[config.mk]
export PLATFORM = sky130hd
export DESIGN_NAME = idex_pipe_stage
export DESIGN_NICKNAME = d
export VERILOG_FILES = /design/src/rtl/idex_pkg.sv /design/src/rtl/idex_pipe_stage_sat_counter.sv /design/src/rtl/idex_pipe_stage.sv
export SDC_FILE = /design/constraint.sdc
export NUM_CORES = 1
export LEC_CHECK = 0
export CORE_AREA = 2 2 142 144
export CTS_CLUSTER_DIAMETER = 50
export DETAILED_ROUTE_END_ITERATION = 10
export DIE_AREA = 0 0 144 146
export HOLD_SLACK_MARGIN = 0.08
export PLACE_DENSITY_LB_ADDON = 0.2
export SLEW_MARGIN = 5
export SYNTH_ARGS = -nofsm -noshare
export SYNTH_HDL_FRONTEND = slang
export SYNTH_HIERARCHICAL = 1
export SYNTH_SLANG_ARGS = --single-unit
[constraint.sdc]
create_clock -name clk -period 2.4 [get_ports clk]
set_clock_uncertainty 0.05 [all_clocks]
set_input_delay 0.24 -clock clk [delete_from_list [all_inputs] [get_ports clk]]
set_output_delay 0.24 -clock clk [all_outputs]
set_load 0.01 [all_outputs]
[src/rtl/idex_pkg.sv]
// Shared definitions for the ID/EX pipeline register: control-bundle bit layout and bubble value.
package idex_pkg;

    localparam int unsigned CTRL_W = 8;

    localparam int unsigned CTRL_JUMP   = 7;
    localparam int unsigned CTRL_REGW   = 6;
    localparam int unsigned CTRL_MEMREG = 5;
    localparam int unsigned CTRL_MEMW   = 4;
    localparam int unsigned CTRL_MEMR   = 3;
    localparam int unsigned CTRL_BRANCH = 2;
    localparam int unsigned CTRL_ALUSRC = 1;
    localparam int unsigned CTRL_REGDST = 0;

    localparam logic [CTRL_W-1:0] CTRL_NOP = 8'h00;

    // An invalid slot must never carry live control bits into EX.
    function automatic logic [CTRL_W-1:0] ctrl_gate(input logic valid,
                                                    input logic [CTRL_W-1:0] ctrl);
        return valid ? ctrl : CTRL_NOP;
    endfunction

endpackage

[src/rtl/idex_pipe_stage_sat_counter.sv]
// Saturating up-counter with synchronous clear; clear beats increment.
module sat_counter #(
    parameter int unsigned CNT_W = 16
) (
    input  logic             clk,
    input  logic             rst_n,
    input  logic             inc,
    input  logic             clr,
    output logic [CNT_W-1:0] count
);

    localparam logic [CNT_W-1:0] CNT_MAX = '1;

    always_ff @(posedge clk or negedge rst_n) begin
        if (!rst_n) begin
            count <= '0;
        end else if (clr) begin
            count <= '0;
        end else if (inc && (count != CNT_MAX)) begin
            count <= count + CNT_W'(1);
        end
    end

endmodule

[src/rtl/idex_pipe_stage.sv]
// ID/EX pipeline register with flush > stall > load priority.
// Define IDEX_PERF_EN to add stall/bubble performance counters and their ports.
module idex_pipe_stage
    import idex_pkg::*;
#(
    parameter int unsigned DATA_W  = 32,
    parameter int unsigned REG_W   = 5,
    parameter int unsigned ALUOP_W = 3,
    parameter int unsigned CNT_W   = 16
) (
    input  logic               clk,
    input  logic               rst_n,
    input  logic               in_valid,
    input  logic               in_stall,
    input  logic               in_flush,
    input  logic [CTRL_W-1:0]  in_ctrl,
    input  logic [ALUOP_W-1:0] in_aluop,
    input  logic [DATA_W-1:0]  in_add,
    input  logic [DATA_W-1:0]  in_dr1,
    input  logic [DATA_W-1:0]  in_dr2,
    input  logic [DATA_W-1:0]  in_signe,
    input  logic [DATA_W-1:0]  in_jaddr,
    input  logic [REG_W-1:0]   in_ins1,
    input  logic [REG_W-1:0]   in_ins2,
    output logic               out_valid,
    output logic [CTRL_W-1:0]  out_ctrl,
    output logic [ALUOP_W-1:0] out_aluop,
    output logic [DATA_W-1:0]  out_add,
    output logic [DATA_W-1:0]  out_dr1,
    output logic [DATA_W-1:0]  out_dr2,
    output logic [DATA_W-1:0]  out_signe,
    output logic [DATA_W-1:0]  out_jaddr,
    output logic [REG_W-1:0]   out_ins1,
    output logic [REG_W-1:0]   out_ins2
`ifdef IDEX_PERF_EN
    ,
    input  logic               in_cnt_clr,
    output logic [CNT_W-1:0]   out_stall_cnt,
    output logic [CNT_W-1:0]   out_bubble_cnt
`endif
);

    if (CNT_W == 0) begin : g_bad_cnt_w
        $error("CNT_W must be nonzero");
    end

    logic do_load;
    assign do_load = !in_flush && !in_stall;

    // Valid and control: flush inserts a bubble, stall holds, load gates ctrl by valid.
    always_ff @(posedge clk or negedge rst_n) begin
        if (!rst_n) begin
            out_valid <= 1'b0;
            out_ctrl  <= CTRL_NOP;
        end else if (in_flush) begin
            out_valid <= 1'b0;
            out_ctrl  <= CTRL_NOP;
        end else if (!in_stall) begin
            out_valid <= in_valid;
            out_ctrl  <= ctrl_gate(in_valid, in_ctrl);
        end
    end

    // Data and specifier fields only move on a load; a bubble leaves them stale.
    always_ff @(posedge clk or negedge rst_n) begin
        if (!rst_n) begin
            out_aluop <= '0;
            out_add   <= '0;
            out_dr1   <= '0;
            out_dr2   <= '0;
            out_signe <= '0;
            out_jaddr <= '0;
            out_ins1  <= '0;
            out_ins2  <= '0;
        end else if (do_load) begin
            out_aluop <= in_aluop;
            out_add   <= in_add;
            out_dr1   <= in_dr1;
            out_dr2   <= in_dr2;
            out_signe <= in_signe;
            out_jaddr <= in_jaddr;
            out_ins1  <= in_ins1;
            out_ins2  <= in_ins2;
        end
    end

`ifdef IDEX_PERF_EN
    logic stall_inc;
    logic bubble_inc;

    // Stalls count only when a real instruction is being held.
    assign stall_inc  = in_stall && !in_flush && out_valid;
    assign bubble_inc = in_flush || (do_load && !in_valid);

    sat_counter #(.CNT_W(CNT_W)) u_stall_cnt (
        .clk   (clk),
        .rst_n (rst_n),
        .inc   (stall_inc),
        .clr   (in_cnt_clr),
        .count (out_stall_cnt)
    );

    sat_counter #(.CNT_W(CNT_W)) u_bubble_cnt (
        .clk   (clk),
        .rst_n (rst_n),
        .inc   (bubble_inc),
        .clr   (in_cnt_clr),
        .count (out_bubble_cnt)
    );
`endif

endmodule

==> flow_summary.ini <==
[status]
status = finished clean

[die]
start_util_pct = 38.91
placementRows = 51
ioPinCount = 368
die_h_microns = 146
die_width_microns = 144
dieArea_sq_um = 21020
core_region_area_sq_um = 19330

[clock_tree]
clk_pin_slew_ns = 0.07
cts_max_level = 4
cts_root_buf = clkbuf_16
cts_tree = yes
clock-sinks = 182
insertion_delay_ns = 0.42
post_cts_resized = 0
clock_path_buffers = 2
numCtsBuffers = 17

[worst_setup_path]
start_kind = flop
arrival_ns = 1.40
critical_path_cell_count = 1
worstRegToRegCells = 1
slowest_delay_ns = 0.61
crit_required_ns = 2.11
cp_slowest_cell = clkdlybuf4s50_1
crit_path_end_kind = primary output
cp_max_fo = 2
path_class = reg -> out
cp_top_family = buffers and inverters
path_buf_inv = 1
cp_cell_sequence = clkdlybuf4s50_1

[synthesis]
async_flop_share_pct = 100.0
synth_edf_count = 0
synthTopCellsByCount = dfrtp_1, mux2_4, buf_8
ys_seq_area_share_pct = 60.55
ys_types = 15
synthTopCellsByArea = dfrtp_1, mux2_4, buf_8
yosysTopAreaCellShare_pct = 60.55
yosysWarnings = 6
synth_nets = 578
synthCells = 392
synth_ff_type = dfrtp_1
synth_seq_cells = 182
synthMostInstantiatedCell = dfrtp_1
synth_top_area_cell = dfrtp_1
syn-cell-area_sq_um = 7522
syn_avg_cell_area_sq_um = 19.19

[detailed_routing]
ant_nets = 0
vias = 4737
dr_wl_met2_microns = 10220
wl_microns = 20610
highest-signal-layer = met4
drtIter0Drc = 159
wl_met3_microns = 2189
first_pass_iters = 4
vias_per_cell = 4.520
drc = 0
met1Wirelength_microns = 7924
wire_per_inst_microns = 19.66

[placement]
place.gp.congestion = 0.7596
dp_hpwl_microns = 15780
dp_cells = 1015
dpl_cell_area_sq_um = 11460
numPortBuffers = 367

[timing]
tns_ns = 0
fin_hold_ws_ns = 0.3130
fin_crit_sh_pct = 70.50
slew-limit-headroom_pct = 52.05
max_clock_freq_mhz = 591.0
rsz0062_at_grt = no
min_period_ns = 1.692
finalHoldViolations = 0
worst_pin_slew_ns = 0.7178
finalMaxSlewViolations = 0
finalSetupViolations = 0

[global_route]
grt_start_max_net_pins = 68
antenna_found_initial = 1
grt_pass1_wl_microns = 31140
grt_use_total_pct = 19.68
overflow = 0
grt_pass1_vias = 5363

[layout]
instances_no_fill = 1048
drive_gt1_share_pct = 27.66
syn_to_final_growth_pct = 59.85
fin_nets = 956
utilization_pct = 62.19
fin_area_sq_um = 12020

[flow_run]
cap_violations = 0

[hold_path]
hp-class = in -> async

[power]
p_per_area_nw_per_um2 = 730.6
peakVddDrop_uv = 424.3
total_leakage_power_nw = 5.257
## power breakdown
part	internal, mW	switching (mW)	total (mW)
Combinational	1.62	0.772	2.39
Sequential	3.51	0.261	3.77
Clock	1.45	1.18	2.63
Total	6.58	2.21	8.78
## metal layers
layer  up-vias  global-route usage [%]
met2       239                   33.36
li1       2131                       -
met1      2349                   22.50
met3        18                   8.687
met5         -                       0
met4         0                   5.490
## sequential cells by signal, indices dropped and copies added, names as in the netlist
name / cells
out_add: 32
out_jaddr: 32
out_signe: 32
out_dr1: 32
out_aluop: 3
out_ins2: 5
out_valid: 1
out_dr2: 32
out_ctrl: 8
out_ins1: 5
## logic make-up after synthesis
family | share of synthesized area (%)
AOI/OAI and AO/OA | 0.9980
DFF | 60.55
and+or+nand+nor | 0.4491
buffers and inverters | 3.493
muxes | 34.51
## cell type report
class | count | area [sq um]
Timing Repair Buffer | 380 | 3875
Tap cell | 265 | 331.6
Clock inverter | 11 | 101.3
Sequential cell | 182 | 4554
Antenna cell | 2 | 5.005
Fill cell | 1439 | 7311
Multi-Input combinational cell | 188 | 2710
Inverter | 1 | 3.754
Clock buffer | 19 | 442.9
## cell usage in the layout, fill, tap and decap left out, drive strengths merged
cell / instances
clkdlybuf4s50: 366
dfrtp: 182
mux2: 173
clkbuf: 19
buf: 13
a32o: 7
clkinvlp: 4
inv: 4
clkinv: 3
diode: 2
nor2b: 2
nor2: 2
nand2: 1
nand3b: 1
a21oi: 1
mux2i: 1
bufinv: 1
dlygate4sd3: 1
## stage by stage
step	total power [mW]	setup WS, ns
after floorplan	4.779	1.187
after global placement	6.182	0.4127
after detailed placement	6.226	0.3668
after CTS	8.907	0.6690
after global routing	9.188	0.6573
final	8.784	0.7080
## what timing repair did
action,4_1_cts,5_1_grt
setup buffers,0,0
endpoints found under the hold margin,64,0
hold buffers,1,0
## final timing paths
check	from	to	slack [ns]
max in group asynchronous	rst_n	out_dr2[6]	1.17
hold reg to reg	out_ctrl[1]	out_ctrl[1]	0.45
hold / removal	rst_n	out_signe[29]	0.31
min in group clk	in_ctrl[3]	out_ctrl[3]	0.36
setup reg to reg	out_ins1[1]	out_ins1[1]	1.55
setup / recovery	out_ctrl[6]	out_ctrl[6]	0.71
(Power assumes the default switching activity.)
